===== config.mk =====
export PLATFORM = sky130hd
export DESIGN_NAME = axi_rd_arbiter
export DESIGN_NICKNAME = d
export VERILOG_FILES = /design/src/rtl/axi_rd_arbiter.sv
export SDC_FILE = /design/constraint.sdc
export NUM_CORES = 1
export LEC_CHECK = 0
export CAP_MARGIN = 20
export CORE_MARGIN = 10
export CORE_UTILIZATION = 30
export DETAILED_ROUTE_END_ITERATION = 6
export GPL_TIMING_DRIVEN = 0
export PLACE_DENSITY = 0.74
export RECOVER_POWER = 100
export SETUP_SLACK_MARGIN = 0.2
export SLEW_MARGIN = 5
export SYNTH_ARGS = -nofsm -noshare
export SYNTH_HDL_FRONTEND = slang
export SYNTH_SLANG_ARGS = --single-unit

===== constraint.sdc =====
create_clock -name clk -period 1.7 [get_ports clk]
set_clock_uncertainty 0.1 [all_clocks]
set_input_delay 0.51 -clock clk [delete_from_list [all_inputs] [get_ports clk]]
set_output_delay 0.51 -clock clk [all_outputs]
set_load 0.03 [all_outputs]

===== src/rtl/axi_rd_arbiter.sv =====
// ---------------------------------------------------------------------------
// axi_rd_arbiter
// Shares one AXI read master port between an instruction-side (I) and a
// data-side (D) requester. One read transaction is outstanding at a time.
// When both sides request in the same IDLE cycle, they alternate.
//
// Parameters
//   I_SIZE  : arsize driven for I-side transactions
//   BURST   : constant arburst value
// Ports
//   clk, rst                        : clock, synchronous active-high reset
//   i_ar* / i_arready               : I-side request and its accept
//   i_r* / i_rready                 : I-side read data and its accept
//   d_ar* / d_arready               : D-side request (with size) and its accept
//   d_r* / d_rready                 : D-side read data and its accept
//   arid/araddr/arlen/arsize/
//   arburst/arvalid, arready        : AXI AR channel
//   rid/rdata/rlast/rvalid, rready  : AXI R channel
//   proto_err                       : sticky burst-length mismatch flag
// ---------------------------------------------------------------------------
module axi_rd_arbiter #(
  parameter logic [2:0] I_SIZE = 3'b010,
  parameter logic [1:0] BURST  = 2'b10
) (
  input  logic        clk,
  input  logic        rst,
  // I side
  input  logic [31:0] i_araddr,
  input  logic [7:0]  i_arlen,
  input  logic        i_arvalid,
  output logic        i_arready,
  output logic [31:0] i_rdata,
  output logic        i_rlast,
  output logic        i_rvalid,
  input  logic        i_rready,
  // D side
  input  logic [31:0] d_araddr,
  input  logic [7:0]  d_arlen,
  input  logic [2:0]  d_arsize,
  input  logic        d_arvalid,
  output logic        d_arready,
  output logic [31:0] d_rdata,
  output logic        d_rlast,
  output logic        d_rvalid,
  input  logic        d_rready,
  // AXI master
  output logic [3:0]  arid,
  output logic [31:0] araddr,
  output logic [7:0]  arlen,
  output logic [2:0]  arsize,
  output logic [1:0]  arburst,
  output logic        arvalid,
  input  logic        arready,
  input  logic [3:0]  rid,
  input  logic [31:0] rdata,
  input  logic        rlast,
  input  logic        rvalid,
  output logic        rready,
  output logic        proto_err
);

  localparam logic [1:0] IDLE = 2'b00;
  localparam logic [1:0] ADDR = 2'b01;
  localparam logic [1:0] DATA = 2'b10;

  logic [1:0]  state;
  logic [31:0] addr_q;
  logic [7:0]  len_q;
  logic [2:0]  size_q;
  logic        owner_d;   // 1 = D side owns the transaction, 0 = I side
  logic        last_d;    // 1 = D side won the most recent grant
  logic [7:0]  beat_q;
  logic        err_q;

  logic pick_d;
  logic pick_i;
  logic grant_ok;
  logic in_data;
  logic beat_acc;

  // Routing follows the latched owner only; the returned ID is not consulted.
  logic unused_rid;
  assign unused_rid = ^rid;

  // Round-robin: on a conflict, the side that did not win last time goes.
  always_comb begin
    pick_d   = d_arvalid & (~i_arvalid | ~last_d);
    pick_i   = i_arvalid & ~pick_d;
    grant_ok = (state == IDLE) & ~rst;
  end

  assign i_arready = grant_ok & pick_i;
  assign d_arready = grant_ok & pick_d;

  assign in_data  = (state == DATA);
  assign beat_acc = rvalid & rready;

  // AR channel: fields hold their latched values outside ADDR.
  assign arvalid = (state == ADDR);
  assign arid    = {3'b000, owner_d};
  assign araddr  = addr_q;
  assign arlen   = len_q;
  assign arsize  = size_q;
  assign arburst = BURST;

  // R channel: only the owner sees beats, and only during DATA.
  assign rready   = in_data & (owner_d ? d_rready : i_rready);
  assign i_rvalid = in_data & ~owner_d & rvalid;
  assign i_rlast  = in_data & ~owner_d & rlast;
  assign i_rdata  = (in_data & ~owner_d) ? rdata : 32'd0;
  assign d_rvalid = in_data & owner_d & rvalid;
  assign d_rlast  = in_data & owner_d & rlast;
  assign d_rdata  = (in_data & owner_d) ? rdata : 32'd0;

  assign proto_err = err_q;

  always_ff @(posedge clk) begin
    if (rst) begin
      state   <= IDLE;
      addr_q  <= 32'd0;
      len_q   <= 8'd0;
      size_q  <= 3'd0;
      owner_d <= 1'b0;
      last_d  <= 1'b1;   // so the I side wins the first conflict
      beat_q  <= 8'd0;
      err_q   <= 1'b0;
    end else begin
      case (state)
        IDLE: begin
          if (pick_i | pick_d) begin
            addr_q  <= pick_d ? d_araddr : i_araddr;
            len_q   <= pick_d ? d_arlen  : i_arlen;
            size_q  <= pick_d ? d_arsize : I_SIZE;
            owner_d <= pick_d;
            last_d  <= pick_d;
            state   <= ADDR;
          end
        end
        ADDR: begin
          if (arready) begin
            beat_q <= 8'd0;
            state  <= DATA;
          end
        end
        DATA: begin
          if (beat_acc) begin
            beat_q <= beat_q + 8'd1;
            // rlast must coincide exactly with beat index == len
            if (rlast != (beat_q == len_q))
              err_q <= 1'b1;
            if (rlast)
              state <= IDLE;
          end
        end
        default: state <= IDLE;
      endcase
    end
  end

endmodule


==> run_results.csv <==
group,metric,value,unit
run_status,status,"finished, violations left",
run_status,violations,"negative setup slack",
power,pwr-share-comb,0.480,
yosys,synthSimpleGateAreaFrac,0.354,
clock_tree,cts_made_buffers,5,
grt,grt_pass1_vias,4145,
power,internal_power,3.08,mW
placed_design,hpwl,12.0,mm
final_layout,layout-drive-gt1-share,0.505,
worst_setup_path,timing.rr.start,"state[0]$_SDFFE_PP0P_",
clock_tree,ctsHoldBuffers,0,
drt,drc_errors,0,
yosys,synth_mux_area_frac,0.00805,
timing,rsz0062_at_grt,"true",
final_layout,instances_no_fill,848,
grt,grtUsageMet2,0.357,
power,leakage,3.17,nW
timing,tightestPinTransition,0.541,ns
drt,drt_pass1_iterations,4,
worst_setup_path,regToRegSetupSlack,-0.04,ns
timing,setup_viol_count_final,92,
min_path,min_to,"araddr[25]$_SDFFE_PP0P_",
worst_setup_path,cp.required,1.09,ns
worst_setup_path,start_kind,"flop",
power,power.switching,1.67,mW
min_path,whs_path_depth,2,
floorplanning,io_pins,250,
placed_design,gp_congestion,0.815,
drt,dr.first_iter.drc_count,141,
drt,avgViaCountPerCell,4.94,
yosys,ys_types,42,
timing,setup_slack,-0.432,ns
final_layout,fin_nets,839,
power,power.total,4.75,mW
final_layout,postLayoutCoreUtil,0.709,
grt,grt_most_used_layer,"met2",
min_path,hold_path_class,"flop to flop",
floorplanning,start_util,0.304,
power,peakVddDrop,0.416,mV
timing,clock.fmax,469,MHz
power,sw_frac_of_total,0.351,
clock_tree,cts_buffer_depth,2,
timing,final_max_slew_viol_count,0,
final_layout,syn2layout_area_growth,133,%
drt,wl,16.0,mm
timing,finalCritPeriodShare,1.25,
grt,met3_usage,0.0500,
final_layout,fill_cells,778,
timing,max_slew_margin,0.636,
min_path,holdCritStartpoint,"araddr[25]$_SDFFE_PP0P_",
grt,grt_use_total,0.185,
grt,grt_max_degree,18,
worst_setup_path,reg2reg_depth,9,
placed_design,io_buffer_count,240,
yosys,ys_warn_count,0,
run,max-cap-violations,0,
timing,finalHoldViolCount,0,
clock_tree,worstSkewPairLatency,0.32,ns
yosys,synthAdderAreaFrac,0.00402,
yosys,ys_seq_elements,56,
worst_setup_path,end_kind,"output pin",
yosys,synth_top_family_by_area,"simple AND/OR/NAND/NOR gates",
final_layout,seq_area,1150,sq um
worst_setup_path,crit_type,"flop to output pin",
drt,avgRoutedWirePerCell,18.8,um
worst_setup_path,cp_max_fo,5,
yosys,synthXorXnorAreaFrac,0.0225,
power,p_seq_frac,0.329,
floorplanning,fp.dieH,122,um
yosys,synth-compound-area-share,0.178,
floorplanning,dieArea,14800,sq um
floorplanning,fp-row-count,37,
worst_setup_path,r2r_end,"arsize[1]$_SDFFE_PP0P_",
yosys,synth_area,3110,sq um
clock_tree,htreeDepth,2,
drt,drtAntennaViolNets,0,
clock_tree,cts_sinks,56,
yosys,synth_ff_type,"dfxtp_1",
yosys,synth_cells,409,
drt,vias,4193,
yosys,async_reset_ff_frac,0,
grt,globalRouteOverflowTotal,0,
clock_tree,tritoncts,"built",
timing,period_minus_slack,2.13,ns
yosys,ys_seq_area_frac,0.360,
grt,use_met1,0.195,
power,p_clk_frac,0.190,
clock_tree,clkTransAtPathRegs,0.11,ns
yosys,synth-edff-count,0,
floorplanning,coreArea,10200,sq um
worst_setup_path,arrival,1.52,ns
final_layout,multi_input_area,2330,sq um
floorplanning,die_w,122,um
placed_design,placedCellCount,788,
clock_tree,cts-root-buf,"clkbuf_8",
grt,grt_pass1_wl,22.3,mm
yosys,avgSynthCellArea,7.61,sq um
grt,antenna_found_initial,1,
power,power_density,655,nW/um^2
==> routing by layer <==
layer  vias up  routed length [um]
met5         -                   0
met4         0                 293
met3        22                1470
met2       193                8500
met1      1953                5700
li1       2025                   -
==> cell usage in the layout, fill, tap and decap left out, drive strengths merged, types with 5 or more instances in the layout <==
cell and instances:
a21oi 8, a311oi 42, and2 37, and3 39, buf 187, clkbuf 30, clkdlybuf4s50 116, conb 5
dfxtp 56, nand2 85, nor2 50, xor2 8
==> power groups by stage <==
stage | sequential, mW | combinational (mW) | clock [mW]
6_report | 1.56 | 2.28 | 0.904
5_1_grt | 1.58 | 2.41 | 0.964
4_1_cts | 1.54 | 1.96 | 0.919
3_5_place_dp | 1.57 | 1.72 | 0
3_3_place_gp | 1.57 | 1.70 | 0
2_1_floorplan | 1.82 | 0.664 | 0
==> worst max-delay path, cell delays in order (launching register included) <==
cell and delay (ns):
dfxtp_4 0.37, and2b_2 0.24, buf_4 0.15, clkbuf_8 0.14, and3_4 0.16, buf_6 0.13
==> area by class of cell <==
class	count	area share
antenna	1	0.000345
timing repair buffer	290	0.419
clock inverter	3	0.00570
inverter	2	0.00104
buffer	43	0.0621
sequential	56	0.158
clock buffer	5	0.00949
tap	136	0.0235
multi-input combinational	312	0.321
==> kinds of logic after synthesis <==
logic type,after synthesis
and+or+nand+nor,226
AOI/OAI and AO/OA,69
DFF,56
buffers and inverters,45
xor gates and xnor gates,8
other,2
muxes,2
adders and majority gates,1
==> Yosys cell counts (2+ instances only) <==
| master | n | area share |
|---|---|---|
| a21oi_1 | 8 | 0.013 |
| a22oi_1 | 2 | 0.0048 |
| a311oi_1 | 42 | 0.12 |
| a31o_2 | 2 | 0.0056 |
| a41oi_1 | 2 | 0.0056 |
| and2_1 | 36 | 0.072 |
| and3_1 | 34 | 0.068 |
| and3_2 | 4 | 0.0097 |
| buf_2 | 10 | 0.016 |
| buf_4 | 6 | 0.014 |
| buf_6 | 2 | 0.0072 |
| clkbuf_1 | 24 | 0.029 |
| conb_1 | 2 | 0.0024 |
| dfxtp_1 | 56 | 0.36 |
| inv_1 | 2 | 0.0024 |
| nand2_1 | 85 | 0.10 |
| nand2b_1 | 2 | 0.0040 |
| nand3_1 | 2 | 0.0032 |
| nand3b_1 | 4 | 0.0097 |
| nor2_1 | 49 | 0.059 |
| nor3_1 | 2 | 0.0032 |
| nor4_1 | 2 | 0.0040 |
| o21a_1 | 2 | 0.0048 |
| o21ai_0 | 4 | 0.0064 |
| xor2_1 | 8 | 0.023 |
==> worst max-delay path by stage <==
stage / startpoint / end / slack [ns]
6_report: state[0]$_SDFFE_PP0P_ / d_rdata[0] / -0.43
5_1_grt: state[0]$_SDFFE_PP0P_ / d_rdata[2] / -0.48
4_1_cts: state[0]$_SDFFE_PP0P_ / d_rdata[25] / -0.46
3_5_place_dp: d_arvalid / d_arready / -1.30
3_3_place_gp: d_arvalid / d_arready / -1.30
2_1_floorplan: d_arvalid / i_arready / -0.06
==> flip-flops by register name, summed over array words and instances (netlist names) <==
name	flops
arsize	3
araddr	32
proto_err	1
owner_d	1
arlen	8
beat_q	8
last_d	1
state	2
==> stage by stage <==
stage | hold slack (ns) | setup slack, ns | setup TNS (ns) | area [sq um]
2_1_floorplan | 0.368 | -0.0553 | -0.0553 | 3520
3_3_place_gp | 0.384 | -1.30 | -84.10 | 6090
3_5_place_dp | 0.393 | -1.30 | -85.78 | 6090
4_1_cts | 0.405 | -0.464 | -30.70 | 6670
5_1_grt | 0.429 | -0.477 | -35.02 | 7250
6_report | 0.401 | -0.432 | -28.37 | 7250
==> repair_timing <==
action | in CTS | in global routing
pin swaps | 29 | 37
gates resized for setup | 831 | 137
endpoints found under the setup margin | 173 | 161
cloned | 12 | 4
buffers inserted | 17 | 18
No activity file was read; power rests on OpenSTA's default activity.
